$ cat src/rtl/mem_access.sv
// Memory-stage access unit: issues one word-aligned request per load/store, holds the
// producer while the request is outstanding, and forms the MEM_WB writeback.
module mem_access (
  input  logic        clk,
  input  logic        Rst,
  input  logic        dbg,
  input  logic [31:0] EX_MEM_alures,
  input  logic [31:0] EX_MEM_dout_rs2,
  input  logic [4:0]  EX_MEM_rd,
  input  logic        EX_MEM_memread,
  input  logic        EX_MEM_memwrite,
  input  logic        EX_MEM_regwrite,
  input  logic [4:0]  EX_MEM_loadcntrl,
  input  logic [2:0]  EX_MEM_storecntrl,
  output logic        dmem_req,
  output logic        dmem_we,
  output logic [31:0] dmem_addr,
  output logic [31:0] dmem_wdata,
  output logic [3:0]  dmem_be,
  input  logic        dmem_ready,
  input  logic [31:0] dmem_rdata,
  output logic        mem_hold,
  output logic        MEM_WB_regwrite,
  output logic [4:0]  MEM_WB_rd,
  output logic [31:0] WB_res,
  output logic        misalign
);

  typedef enum logic [1:0] {IDLE, BUSY, DONE} state_t;

  state_t      state_q, state_d;
  logic [31:0] addr_q, addr_d;
  logic [31:0] wdata_q, wdata_d;
  logic [31:0] rdata_q, rdata_d;
  logic [3:0]  be_q, be_d;
  logic        we_q, we_d;
  logic [4:0]  rd_q, rd_d;
  logic [4:0]  ld_q, ld_d;
  logic        rw_q, rw_d;
  logic        wb_rw_q, wb_rw_d;
  logic [4:0]  wb_rd_q, wb_rd_d;
  logic [31:0] wb_res_q, wb_res_d;
  logic        mis_q, mis_d;

  logic        access, is_half, is_word, misaligned;
  logic [1:0]  off;

  function automatic logic [31:0] load_extract(input logic [4:0]  ld,
                                               input logic [31:0] word,
                                               input logic [1:0]  o);
    logic [31:0]        shifted;
    logic signed [7:0]  b;
    logic signed [15:0] h;
    logic [31:0]        r;
    shifted = word >> {o, 3'b000};
    b       = shifted[7:0];
    h       = o[1] ? word[31:16] : word[15:0];
    r       = word;
    if (ld[0])      r = {{24{b[7]}}, b};
    else if (ld[3]) r = {24'h0, b};
    else if (ld[1]) r = {{16{h[15]}}, h};
    else if (ld[4]) r = {16'h0, h};
    else if (ld[2]) r = word;
    return r;
  endfunction

  function automatic logic [3:0] store_be(input logic [2:0] sc, input logic [1:0] o);
    logic [3:0] be;
    be = 4'h0;
    if (sc[0])      be = 4'b0001 << o;
    else if (sc[1]) be = 4'b0011 << o;
    else if (sc[2]) be = 4'hF;
    return be;
  endfunction

  function automatic logic [31:0] store_wdata(input logic [1:0] sc, input logic [31:0] d);
    logic [31:0] w;
    w = d;
    if (sc[0])      w = {4{d[7:0]}};
    else if (sc[1]) w = {2{d[15:0]}};
    return w;
  endfunction

  assign off    = EX_MEM_alures[1:0];
  assign access = EX_MEM_memread | EX_MEM_memwrite;

  // Access size follows the read side when both read and write are flagged.
  always_comb begin
    if (EX_MEM_memread) begin
      is_half = EX_MEM_loadcntrl[1] | EX_MEM_loadcntrl[4];
      is_word = EX_MEM_loadcntrl[2];
    end else begin
      is_half = EX_MEM_storecntrl[1];
      is_word = EX_MEM_storecntrl[2];
    end
  end

  assign misaligned = (is_half & off[0]) | (is_word & (off != 2'b00));

  always_comb begin
    state_d  = state_q;
    addr_d   = addr_q;
    wdata_d  = wdata_q;
    rdata_d  = rdata_q;
    be_d     = be_q;
    we_d     = we_q;
    rd_d     = rd_q;
    ld_d     = ld_q;
    rw_d     = rw_q;
    wb_rw_d  = wb_rw_q;
    wb_rd_d  = wb_rd_q;
    wb_res_d = wb_res_q;
    mis_d    = 1'b0;
    case (state_q)
      IDLE: begin
        if (dbg) begin
          mis_d = mis_q;
        end else if (access && misaligned) begin
          mis_d   = 1'b1;
          wb_rw_d = 1'b0;
        end else if (access) begin
          addr_d = EX_MEM_alures;
          rd_d   = EX_MEM_rd;
          ld_d   = EX_MEM_loadcntrl;
          rw_d   = EX_MEM_regwrite;
          if (EX_MEM_memread) begin
            we_d    = 1'b0;
            be_d    = 4'hF;
            wdata_d = 32'h0;
          end else begin
            we_d    = 1'b1;
            be_d    = store_be(EX_MEM_storecntrl, off);
            wdata_d = store_wdata(EX_MEM_storecntrl[1:0], EX_MEM_dout_rs2);
          end
          state_d = BUSY;
        end else begin
          wb_rw_d  = EX_MEM_regwrite;
          wb_rd_d  = EX_MEM_rd;
          wb_res_d = EX_MEM_alures;
        end
      end
      BUSY: begin
        if (dmem_ready) begin
          rdata_d = dmem_rdata;
          state_d = DONE;
        end
      end
      DONE: begin
        if (!dbg) begin
          wb_rd_d = rd_q;
          if (we_q) begin
            wb_rw_d  = 1'b0;
            wb_res_d = addr_q;
          end else begin
            wb_rw_d  = rw_q;
            wb_res_d = load_extract(ld_q, rdata_q, addr_q[1:0]);
          end
          state_d = IDLE;
        end
      end
      default: state_d = IDLE;
    endcase
  end

  // Registered state boundary
  always_ff @(posedge clk) begin
    if (Rst) begin
      state_q  <= IDLE;
      addr_q   <= '0;
      wdata_q  <= '0;
      rdata_q  <= '0;
      be_q     <= '0;
      we_q     <= 1'b0;
      rd_q     <= '0;
      ld_q     <= '0;
      rw_q     <= 1'b0;
      wb_rw_q  <= 1'b0;
      wb_rd_q  <= '0;
      wb_res_q <= '0;
      mis_q    <= 1'b0;
    end else begin
      state_q  <= state_d;
      addr_q   <= addr_d;
      wdata_q  <= wdata_d;
      rdata_q  <= rdata_d;
      be_q     <= be_d;
      we_q     <= we_d;
      rd_q     <= rd_d;
      ld_q     <= ld_d;
      rw_q     <= rw_d;
      wb_rw_q  <= wb_rw_d;
      wb_rd_q  <= wb_rd_d;
      wb_res_q <= wb_res_d;
      mis_q    <= mis_d;
    end
  end

  assign dmem_req        = (state_q == BUSY);
  assign dmem_we         = we_q;
  assign dmem_addr       = {addr_q[31:2], 2'b00};
  assign dmem_wdata      = wdata_q;
  assign dmem_be         = be_q;
  assign mem_hold        = ((state_q == IDLE) && access && !misaligned) || (state_q == BUSY);
  assign MEM_WB_regwrite = wb_rw_q;
  assign MEM_WB_rd       = wb_rd_q;
  assign WB_res          = wb_res_q;
  assign misalign        = mis_q;

endmodule

$ cat config.mk
export PLATFORM = sky130hd
export DESIGN_NAME = mem_access
export DESIGN_NICKNAME = d
export VERILOG_FILES = /design/src/rtl/mem_access.sv
export SDC_FILE = /design/constraint.sdc
export NUM_CORES = 1
export LEC_CHECK = 0
export ABC_AREA = 0
export CELL_PAD_IN_SITES_DETAIL_PLACEMENT = 1
export CELL_PAD_IN_SITES_GLOBAL_PLACEMENT = 2
export CORE_MARGIN = 2
export CORE_UTILIZATION = 27
export CTS_CLUSTER_SIZE = 28
export DETAILED_ROUTE_END_ITERATION = 6
export GPL_TIMING_DRIVEN = 0
export PLACE_DENSITY_LB_ADDON = 0.1
export SLEW_MARGIN = 25
export SYNTH_ARGS = -nofsm -noshare
export SYNTH_HDL_FRONTEND = slang
export SYNTH_SLANG_ARGS = --single-unit
$ cat constraint.sdc
create_clock -name clk -period 4.4 [get_ports clk]
set_input_delay 1.1 -clock clk [delete_from_list [all_inputs] [get_ports clk]]
set_output_delay 1.1 -clock clk [all_outputs]
set_load 0.05 [all_outputs]
==> results of run 1 <==
-- per-stage QoR --
step | cell area [sq um] | cells | setup slack, ps | hold WS (ps) | power (uW)
after global routing | 11300 | 1599 | 208 | 494 | 4060
final | 11300 | 1599 | 296 | 476 | 3920
after CTS | 11300 | 1599 | 58.0 | 478 | 3940
after global placement | 10700 | 1568 | -507 | 457 | 2360
after floorplan | 8040 | 958 | 623 | 441 | 1980
after detailed placement | 10700 | 1568 | -518 | 469 | 2370
-- final cells by class --
class                   instances  area, sq um
fillers                      3522        18100
multi-input cells             669         4320
flip-flops and latches        152         3040
repair buffers                220         2200
plain buffers                 134          673
well taps                     390          488
clock buffers                  20          447
clock inverters                12          165
inverters                       2         7.51
-- worst max-delay path: stages --
cell and delay, ps:
clkdlybuf4s50_1 620, inv_1 160, ha_1 260, o221ai_2 180, clkbuf_4 330, o21bai_1 90
clkbuf_2 260
-- worst paths after layout --
kind                                        from           end  slack, ps  cells past startpoint
worst min-delay path                     rd_q[3]  MEM_WB_rd[3]        480                      2
worst min register to register           rd_q[3]  MEM_WB_rd[3]        480                      2
worst max register to register        state_q[0]       ld_q[1]       1660                      6
worst max-delay path            EX_MEM_alures[1]      mem_hold        300                      7
-- flip-flops by register name (all words and copies together) (netlist names), 2 cells and up --
signal,flops
addr_q,32
dmem_be,4
ld_q,4
MEM_WB_rd,5
dmem_wdata,32
WB_res,32
rdata_q,32
rd_q,5
state_q,2
-- layout by cell type, fill, tap and decap left out, types with 3 or more instances in the layout --
| cell | instances |
|---|---|
| a2111oi_0 | 25 |
| a211o_1 | 4 |
| a211oi_1 | 12 |
| a21oi_1 | 112 |
| a221oi_1 | 4 |
| a221oi_2 | 19 |
| a22o_1 | 15 |
| a311oi_1 | 11 |
| and2_1 | 3 |
| buf_1 | 5 |
| buf_2 | 13 |
| buf_4 | 34 |
| buf_6 | 3 |
| bufinv_16 | 3 |
| clkbuf_1 | 80 |
| clkbuf_16 | 17 |
| clkdlybuf4s50_1 | 219 |
| clkinvlp_4 | 3 |
| dfxtp_1 | 152 |
| ha_1 | 4 |
| inv_6 | 4 |
| mux2_2 | 28 |
| mux2i_1 | 24 |
| mux4_2 | 6 |
| nand2_1 | 91 |
| nand2b_1 | 22 |
| nand3_1 | 49 |
| nand3b_1 | 24 |
| nand4_1 | 11 |
| nand4b_1 | 8 |
| nor2_1 | 43 |
| nor2b_1 | 6 |
| nor3_1 | 6 |
| o21ai_0 | 105 |
| o21bai_1 | 3 |
| or2_2 | 3 |
| or4_1 | 8 |
-- routing by layer --
| layer | vias up | routed length [um] | track usage [%] |
|---|---|---|---|
| met2 | 231 | 16400 | 36.5 |
| met3 | 25 | 1840 | 3.73 |
| li1 | 3963 | - | - |
| met1 | 4048 | 17400 | 32.7 |
| met5 | - | 0 | 0 |
| met4 | 0 | 424 | 4.79 |
-- cell families (layout without fill, tap and decap cells) --
family / count (synthesis) / in the layout
buffers and inverters: 137 / 388
flip-flops: 152 / 152
multiplexers: 59 / 59
AO/OA/AOI/OAI: 325 / 325
adder cells (fa/ha/maj): 4 / 4
AND/OR/NAND/NOR: 279 / 279
other: 1 / 2
-- power by group through the flow --
stage	registers [uW]	clock network [uW]	logic, uW
after detailed placement	1510	0	856
after global placement	1510	0	853
after global routing	1490	1660	911
final	1480	1580	857
after CTS	1480	1610	858
after floorplan	1610	0	372
-- timing repair --
item                       CTS  global route
setup endpoints to repair    1             1
setup buffers                0             0
resized for setup            1             3
==> out/metrics.csv, run 1 <==
stage;metric;value;unit
sta;Max-slew headroom;40.6;%
placed_design;Port Buffers;220;
synth;count leader, synth;dfxtp_1;
synth;fraction of the yosys area taken by sequential cells;37.9;%
clock_tree;Max H-tree Level;4;
synth;Synth area leaders;dfxtp_1 (38%), a21oi_1 (7.0%), o21ai_0 (6.5%);
synth;Simple-Gate Fraction of Synth Area;17.6;%
drt;Routed WL;36000;um
sta;Final Cycle Share;93.3;%
global_routing;global route total overflow;0;
finish;nets;1316;
placed_design;Detailed Place HPWL;27600;um
critical_path;critical path endpoint category;output pin;
synth;Cells after Synth;957;
sta;TNS Setup;0;ps
power;power per cell area;345;mW/mm^2
drt;initial drt markers;466;
synth;compound-gate portion of the synthesized area;26.6;%
sta;fmax;0.244;GHz
placed_design;routability cong.;0.834;
sta;Least-Margin Pin Slew;891;ps
critical_path;Startpoint Class;primary input;
power;clock share of power;40.4;%
clock_tree;CTS Buffer Depth;2;
power;sw frac;31.9;%
clock_tree;Clock Latency Late Sink;440;ps
drt;via count;8267;
synth;top_reg_cell synth;dfxtp_1;
synth;async set-reset flop share out of synthesis;0;%
run_status;status;finished, final reports clean;
power;Logic pwr share;21.9;%
finish;share of layout cells above drive strength 1;12.0;%
synth;Post-synth EDFFs;0;
power;internal power;2670;uW
global_routing;vias in the first global route;8332;
synth;mux cell area share after synthesis;8.77;%
finish;diode count;0;
run;maxcap violations;0;
synth;Yosys warning count;0;
floorplan;die height;176;um
critical_path;CP Data Required Time;3300;ps
synth;Synth area leader;dfxtp_1;
critical_path;critical path fanouts, max;19;
sta;min cycle time layout;4100;ps
critical_path;critical path arrival;3000;ps
synth;largest family of logic cells by synthesized area;compound AO/OA/AOI/OAI gates;
sta;final setup fails;0;
synth;Synth top area share;37.9;%
synth;Synth Area in Adders;0.623;%
synth;Post-Syn Area;0.00803;sq mm
global_routing;initial antenna violation count;0;
critical_path;Crit Path Category;primary input to output pin;
global_routing;gr usage total;23.0;%
drt;ANT nets after route;0;
floorplan;Placeable Area;0.0295;sq mm
clock_tree;clk sink count;152;
clock_tree;CTS tree;built;
drt;Vias/cell;5.17;
floorplan;die footprint;0.0312;sq mm
power;Net Switching;1250;uW
clock_tree;Hold-fix buffers, CTS;0;
finish;P&R area growth vs syn;41.1;%
drt;# DRC;0;
clock_tree;root buffer cell;clkbuf_16;
sta;RSZ-0062 raised after global routing;false;
sta;Slew Viols, Final;0;
synth;top post-synthesis cells by count;dfxtp_1 (152), a21oi_1 (112), o21ai_0 (105), nand2_1 (91), clkbuf_1 (79);
sta;clock skew;12.7;ps
floorplan;io pins;226;
power;Leak;0.00382;uW
floorplan;initial core utilization;27.3;%
synth;Distinct cells, synth;51;
power;Reg power frac;37.8;%
synth;number of synthesized register bits;152;
synth;post-synthesis average cell area;8.39;sq um
drt;drt first pass iters;5;
clock_tree;Worst-path clk slew;70;ps
power;Peak VDD IR;252;uV
finish;post-layout util;38.5;%
worst_hold_path;Worst Hold Class;flop to flop;
drt;drt wl/cell;22.5;um
synth;XOR/XNOR share of the synthesized area;0;%
clock_tree;TritonCTS Buffers;17;
sta;Fin. Hold Viols;0;
floorplan;die width;176;um
floorplan;Rows;63;
global_routing;largest net degree at the start of global routing;20;
global_routing;first-pass GRT wire length;53400;um
(Power assumes the default switching activity.)
==> run 2: changes to the inputs <==
CTS_CLUSTER_SIZE = 24   (was 28)
DONT_BUFFER_PORTS = 1   (was default)
==> run 2 against run 1 <==
Effect of this change:
- clock skew up 2.4 ps
- sequential power up 8%
- non-clock buffer count decreased by 219
- worst hold slack better by 0.60 ps
- total power shrank 5.5%
- routed wire length shrank 1.0%
- worst setup slack got worse by 43 ps
- cell area decreased by 19%
- count of clock-buffer cells in the layout fell by 1
==> out/metrics.csv, run 2 (same netlist as run 1, synthesis figures left out) <==
stage;metric;value;unit
run_status;status;finished, final reports clean;
sta;Fin. Hold Viols;0;
sta;Slew Viols, Final;0;
finish;nets;1097;
critical_path;Reg2Reg Depth;6;
worst_hold_path;Hold Startpoint;rdata_q[4];
sta;TNS Setup;0;ps
finish;P&R area growth vs syn;13.7;%
global_routing;first-pass GRT wire length;53100;um
drt;# DRC;0;
finish;commonest cells after routing, fill and taps aside;dfxtp_1 (152), a21oi_1 (112), o21ai_0 (105), nand2_1 (91), clkbuf_1 (81);
global_routing;gr usage total;23.1;%
clock_tree;clk sink count;152;
drt;Routed WL;35700;um
drt;drt first pass iters;4;
drt;Vias/cell;5.44;
placed_design;Detailed Place HPWL;27300;um
clock_tree;Setup Buffers After CTS;0;
critical_path;Startpoint Class;primary input;
clock_tree;Hold-fix buffers, CTS;0;
power;power per cell area;405;mW/mm^2
clock_tree;root buffer cell;clkbuf_16;
power;clock share of power;42.5;%
finish;share of layout cells above drive strength 1;14.6;%
drt;drt wl/cell;25.8;um
critical_path;R2R Setup Slk;1370;ps
floorplan;Rows;63;
finish;most common cell after layout, fill and taps aside;dfxtp_1;
sta;min cycle time layout;4150;ps
sta;Least-Margin Pin Slew;1080;ps
clock_tree;Clock Latency Late Sink;440;ps
power;Logic pwr share;14.2;%
global_routing;largest net degree at the start of global routing;17;
critical_path;critical path endpoint category;output pin;
floorplan;Placeable Area;0.0295;sq mm
power;sw frac;32.8;%
sta;clock skew;15.0;ps
critical_path;CP Data Required Time;3300;ps
critical_path;r2r endpoint;WB_res[0];
worst_hold_path;hold path cells;2;
critical_path;critical path fanouts, max;10;
floorplan;io pins;226;
critical_path;R2R Path Start;dmem_we;
power;Peak VDD IR;268;uV
sta;final setup fails;0;
power;Net Switching;1210;uW
sta;RSZ-0062 raised after global routing;false;
global_routing;global route total overflow;0;
critical_path;Crit Path Category;primary input to output pin;
power;Leak;0.00301;uW
sta;PnR worst setup slack;253;ps
power;internal power;2490;uW
placed_design;Port Buffers;0;
power;Overall Power;3700;uW
global_routing;initial antenna violation count;0;
critical_path;critical path arrival;3050;ps
floorplan;initial core utilization;27.3;%
drt;ANT nets after route;0;
clock_tree;TritonCTS Buffers;17;
sta;fmax;0.241;GHz
placed_design;post-placement setup slack;257;ps
sta;Max-slew headroom;27.8;%
worst_hold_path;Worst Hold Class;flop to flop;
clock_tree;Worst-path clk slew;70;ps
drt;initial drt markers;406;
worst_hold_path;Hold Path Sink;rdata_q[4];
sta;Final Cycle Share;94.2;%
floorplan;die footprint;0.0312;sq mm
clock_tree;Max H-tree Level;4;
floorplan;die height;176;um
placed_design;routability cong.;0.843;
clock_tree;CTS Buffer Depth;2;
clock_tree;CTS tree;built;
floorplan;die width;176;um
drt;via count;7509;
finish;diode count;0;
power;Reg power frac;43.3;%
run;maxcap violations;0;
global_routing;vias in the first global route;7903;
clock_tree;cts repair resizes;0;
## run 2: layer usage
layer	wire [um]	vias up	track usage, %	share of wire (%)
li1	-	3534	-	-
met1	17400	3755	32.4	49
met2	15900	190	36.1	45
met3	1850	30	5.00	5.2
met4	535	0	5.37	1.5
met5	0	-	0	0
## run 2: worst max-delay path by stage
stage | slack, ps | from | end
after floorplan | 620 | EX_MEM_memread | mem_hold
after CTS | 250 | EX_MEM_memread | mem_hold
after global routing | 150 | EX_MEM_memread | mem_hold
after global placement | 260 | EX_MEM_memread | mem_hold
final | 250 | EX_MEM_memread | mem_hold
after detailed placement | 260 | EX_MEM_memread | mem_hold
## run 2: critical path: stages
cell and delay, ps:
buf_6 100, mux2i_2 290, o221ai_2 150, buf_2 230, clkbuf_1 270, o21bai_1 900
## run 2: layout make-up
type                            instances  area [sq um]
Multi-Input combinational cell        669          4320
Inverter                                2          7.51
Tap cell                              390           488
Fill cell                            3556         20300
Buffer                                135           674
Clock buffer                           19           433
Clock inverter                         13           170
Sequential cell                       152          3040
## run 2: per-stage QoR
step / hold WS, ps / area, sq um / instances / utilization [%]
global placement: 462 / 8530 / 1348 / 28.9
floorplan: 441 / 8040 / 958 / -
finish: 477 / 9140 / 1380 / 31.0
global route: 500 / 9140 / 1380 / 31.0
CTS: 475 / 9140 / 1380 / 31.0
detailed placement: 466 / 8530 / 1348 / 28.9
## run 2: power by group through the flow
stage	Sequential, uW	Combinational (uW)	Clock, uW
floorplan	1610	372	0
global placement	1640	521	0
detailed placement	1640	524	0
CTS	1600	527	1610
global route	1610	573	1660
finish	1600	525	1570
